===== src/rtl/tele_tx_ser_pkg.sv =====
// tele_tx_ser_pkg: shared tele FSM state encoding and line constants
package tele_tx_ser_pkg;
  typedef enum logic [2:0] {
    ST_IDLE,
    ST_START,
    ST_DATA,
    ST_PARITY,
    ST_STOP
  } tele_state_t;
  localparam logic TELE_LINE_IDLE = 1'b1;
endpackage


===== src/rtl/tele_tx_ser_baud_tick.sv =====
// tele_baud_tick: bit-period counter producing a bit_end pulse every BASE_DIV<<div_sel_q cycles
module tele_baud_tick #(
  parameter int BASE_DIV = 2
) (
  input  logic       src_clk,
  input  logic       rst_src_n,
  input  logic       clear,
  input  logic [1:0] div_sel_q,
  output logic       bit_end
);
  localparam int CW = $clog2(BASE_DIV * 8);
  logic [CW-1:0] cnt;
  logic [CW-1:0] last;
  assign last    = CW'((BASE_DIV << div_sel_q) - 1);
  assign bit_end = cnt == last;
  // count 0..P-1 and wrap; clear holds the phase at zero until a frame starts
  always_ff @(posedge src_clk or negedge rst_src_n)
    if (!rst_src_n) cnt <= '0;
    else cnt <= (clear || bit_end) ? '0 : cnt + 1'b1;
endmodule


===== src/rtl/tele_tx_ser.sv =====
// tele_tx_ser: framed serial transmitter (start, LSB-first data, optional parity, stop bits)
module tele_tx_ser
  import tele_tx_ser_pkg::*;
#(
  parameter int DATA_W     = 8,
  parameter int BASE_DIV   = 2,
  parameter int PARITY_EN  = 1,
  parameter int PARITY_ODD = 0,
  parameter int STOP_BITS  = 1
) (
  input  logic              src_clk,
  input  logic              rst_src_n,
  input  logic [1:0]        div_sel,
  input  logic [DATA_W-1:0] tx_data,
  input  logic              tx_valid,
  output logic              tx_ready,
  output logic              tx_line,
  output logic              tx_busy,
  output logic              frame_done
);
  localparam int IW = $clog2(DATA_W + 1);
  tele_state_t       state, state_nxt;
  logic [DATA_W-1:0] shreg, shreg_nxt;
  logic [IW-1:0]     idx, idx_nxt;
  logic [1:0]        dsel_q, dsel_nxt;
  logic              par_q, par_nxt;
  logic              line_nxt;
  logic              bit_end;
  logic              accept;
  assign tx_ready   = state == ST_IDLE;
  assign tx_busy    = ~tx_ready;
  assign accept     = tx_valid & tx_ready;
  assign frame_done = (state == ST_STOP) && bit_end && (idx == IW'(STOP_BITS - 1));
  tele_baud_tick #(.BASE_DIV(BASE_DIV)) u_tick (
    .src_clk  (src_clk),
    .rst_src_n(rst_src_n),
    .clear    (tx_ready),
    .div_sel_q(dsel_q),
    .bit_end  (bit_end)
  );
  // frame sequencing; the line level is derived from the next state so it leaves a register
  always_comb begin
    state_nxt = state;
    shreg_nxt = shreg;
    idx_nxt   = idx;
    dsel_nxt  = dsel_q;
    par_nxt   = par_q;
    case (state)
      ST_IDLE: if (accept) begin
        state_nxt = ST_START;
        shreg_nxt = tx_data;
        dsel_nxt  = div_sel;
        par_nxt   = (^tx_data) ^ (PARITY_ODD != 0);
      end
      ST_START: if (bit_end) begin
        state_nxt = ST_DATA;
        idx_nxt   = '0;
      end
      ST_DATA: if (bit_end) begin
        shreg_nxt = shreg >> 1;
        idx_nxt   = idx + 1'b1;
        if (idx == IW'(DATA_W - 1)) begin
          state_nxt = (PARITY_EN != 0) ? ST_PARITY : ST_STOP;
          idx_nxt   = '0;
        end
      end
      ST_PARITY: if (bit_end) begin
        state_nxt = ST_STOP;
        idx_nxt   = '0;
      end
      ST_STOP: if (bit_end) begin
        if (idx == IW'(STOP_BITS - 1)) state_nxt = ST_IDLE;
        else idx_nxt = idx + 1'b1;
      end
      default: state_nxt = ST_IDLE;
    endcase
    line_nxt = (state_nxt == ST_START)  ? 1'b0 :
               (state_nxt == ST_DATA)   ? shreg_nxt[0] :
               (state_nxt == ST_PARITY) ? par_q : TELE_LINE_IDLE;
  end
  // state, datapath and line registers; reset abandons any frame and idles the line
  always_ff @(posedge src_clk or negedge rst_src_n)
    if (!rst_src_n) begin
      state   <= ST_IDLE;
      shreg   <= '0;
      idx     <= '0;
      dsel_q  <= '0;
      par_q   <= 1'b0;
      tx_line <= TELE_LINE_IDLE;
    end else begin
      state   <= state_nxt;
      shreg   <= shreg_nxt;
      idx     <= idx_nxt;
      dsel_q  <= dsel_nxt;
      par_q   <= par_nxt;
      tx_line <= line_nxt;
    end
endmodule

===== config.mk =====
export PLATFORM = sky130hd
export DESIGN_NAME = tele_tx_ser
export DESIGN_NICKNAME = d
export VERILOG_FILES = /design/src/rtl/tele_tx_ser_pkg.sv /design/src/rtl/tele_tx_ser_baud_tick.sv /design/src/rtl/tele_tx_ser.sv
export SDC_FILE = /design/constraint.sdc
export NUM_CORES = 1
export LEC_CHECK = 0
export BUFFER_PORTS_ARGS = -buffer_cell sky130_fd_sc_hd__buf_2
export CORE_UTILIZATION = 35
export CTS_BUF_LIST = sky130_fd_sc_hd__clkbuf_8
export DETAILED_ROUTE_END_ITERATION = 7
export HOLD_SLACK_MARGIN = 0.08
export MAX_ROUTING_LAYER = met4
export PLACE_DENSITY_LB_ADDON = 0.12
export SKIP_LAST_GASP = 1
export SLEW_MARGIN = 5
export SYNTH_ARGS = -nofsm -noshare
export SYNTH_HDL_FRONTEND = slang
export SYNTH_SLANG_ARGS = --single-unit
export TNS_END_PERCENT = 20

===== constraint.sdc =====
create_clock -name src_clk -period 2.35 [get_ports src_clk]
set_clock_uncertainty 0.1 [all_clocks]
set_input_delay 0.235 -clock src_clk [delete_from_list [all_inputs] [get_ports src_clk]]
set_output_delay 0.235 -clock src_clk [all_outputs]
set_load 0.02 [all_outputs]

==> reports/metrics.yaml <==
run_status:
  status: "finished, final reports clean"
yosys:
  synth_edf_count: 0
  ys_async_sr_fraction: 1.000
  yosysTopAreaCell: "dfrtp_1"
  netlist_instances: 123
  yosysWarnings: 0
  syn_area_mm2: 0.001305
  postSynthAreaPerCell_um2: 10.61
  syn-num-nets: 139
  yosys_register_bits: 23
  seq_area_frac_synth: 0.4420
  ys_top_cells_by_area: "dfrtp_1 42%, xnor2_1 6.0%, a221o_1 4.6%"
  synth_cell_types: 44
  synth_top_area_share: 0.4219
  ys.flop_type: "dfrtp_1"
floorplanning:
  start_util: 0.3791
  fp-row-count: 21
  fp.dieW_um: 63.06
  ios: 17
  die-area_mm2: 0.003977
  die_h_um: 63.06
  core-area_mm2: 0.003442
sta:
  finalCritPeriodShare: 0.9208
  setup_viol: 0
  grt_setup_unrepaired: "no"
  finalSetupTns_ns: 0
  hold_viol_final: 0
  min_period_ns: 2.164
  fmax_mhz: 462.1
  finalWorstSetupSlack_ns: 0.1861
  slew_headroom: 0.6502
  worstMarginPinSlew_ns: 0.5247
  drv_slew: 0
place:
  dp_hpwl_um: 1733
  placed_area_mm2: 0.001414
  gp_congestion: 0.8418
  post-place-ws_ns: 0.3445
  io_buffers: 16
grt:
  first_global_vias: 889
  grt_overflow: 0
  antenna_found_initial: 0
  grt_max_degree: 24
  grt_pass1_wl_um: 4257
  track_usage: 0.1414
job:
  drv_cap: 0
critical_path:
  worst-path-max-fanout: 15
  critPathLaunchType: "register"
  path_class: "register to primary output"
  end_kind: "primary output"
  cp.required_ns: 2.02
  crit_arrival_ns: 1.83
route:
  top_layer: "met4"
  wl_met3_um: 103
  drc_errors: 0
  drtIter0Drc: 59
  drt-pass1-iter-count: 4
  drt_wl_total_um: 2434
  final_antenna_net_count: 0
  wl_per_cell_um: 12.88
  wl_met2_um: 1072
  route.vias.total: 980
  met1_length_um: 1240
  vias_per_cell: 5.185
layout:
  area_delta_synth_final_pct: 14.19
  finish.instance_area_mm2: 0.001490
  postLayoutCoreUtil: 0.4329
  fin_nets: 160
  final_cell_mix: "22 x dfrtp_1, 16 x buf_2, 9 x xnor2_1"
  n_antenna_cell: 0
  drive_gt1_frac: 0.2517
  final_common_cell: "dfrtp_1"
clock_network:
  clk_pin_slew_ns: 0.09
  hold_buffers: 3
  clock_latency_ns: 0.27
  cts_tree: "yes"
  postCtsSetupBuffers: 0
  cts_root_buffer: "clkbuf_8"
  cts_buffer_depth: 2
  ctsResizeCount: 0
  cts_buffers: 3
  htreeDepth: 1
  cts_sinks: 23
power_and_ir_drop:
  p_leak_nw: 0.6865
  total_power_mw: 1.641
  power_density_mw_per_mm2: 1101
  peakVddDrop_v: 0.0004822
hold_path:
  hp-class: "input pin to register"
report_power, final:
part | internal (mW) | leakage, nW | switching [mW]
clock | 0.118 | 0.0255 | 0.127
sequential | 0.568 | 0.284 | 0.160
combinational | 0.325 | 0.377 | 0.343
total | 1.01 | 0.687 | 0.630
flip-flops by register name (all words and copies together), names as in the netlist:
name,flops
dsel_q,2
idx,4
par_q,1
shreg,8
state,3
tx_line,1
u_tick.cnt,4
area by class of cell:
| type | instances | area (um^2) |
|---|---|---|
| clock buffer | 3 | 41.29 |
| clock inverter | 1 | 5.005 |
| fill | 345 | 1952 |
| inverter | 4 | 15.01 |
| multi-input combinational | 91 | 669.4 |
| sequential | 23 | 576.8 |
| tap | 46 | 57.56 |
| timing repair buffer | 21 | 125.1 |
critical path: stages, from the launching register on:
cell and delay, ns:
dfrtp_1 0.43, nor3_1 0.22, o211ai_2 0.14, nand2_2 0.25, and3_1 0.22, and3_1 0.15, buf_2 0.16
per-layer routing:
metal | GRT usage | vias to the layer above
li1 | - | 479
met1 | 0.1916 | 477
met2 | 0.2030 | 22
met5 | - | -
met4 | 0.04360 | 0
met3 | 0.03986 | 2
final timing paths:
check / startpoint / slack (ns) / to / cells past startpoint
min in group asynchronous: rst_src_n / 0.37 / idx[3] / 2
max reg2reg: state[0] / 0.34 / shreg[6] / 4
max in group asynchronous: rst_src_n / 1.40 / tx_line / 2
min reg2reg: par_q / 0.41 / tx_line / 2
min: tx_data[7] / 0.13 / shreg[7] / 3
max: u_tick.cnt[2] / 0.19 / frame_done / 6
synth_stat cells (2+ instances only):
cell	count
o21ai_1	2
nand2b_1	5
ha_1	3
nor2b_1	4
nor2_1	8
xnor2_1	9
a221o_1	6
and2_1	3
mux2_1	2
buf_2	2
dfrtp_1	22
and3_1	8
inv_1	4
nor3_1	4
buf_6	3
o21ai_0	3
a21oi_2	2
nand2_1	7
per-stage QoR:
stage	instances	hold slack (ns)
after floorplan	123	-0.1606
after global placement	182	0.1525
after detailed placement	182	0.1537
after CTS	189	0.1155
after global routing	189	0.1270
final	189	0.1258
kinds of logic (layout without fill, tap and decap cells):
kind of cell             count (synthesis)  in the layout  synth area share
XOR/XNOR                                10             10           0.06712
multiplexers                             4              4           0.03356
AO/OA/AOI/OAI                           24             24            0.1515
buffers and inverters                    9             29           0.04506
flip-flops                              23             23            0.4420
AND/OR/NAND/NOR                         50             50            0.2320
adder cells (fa/ha/maj)                  3              3           0.02877
Power figures use the tool's default switching activity.
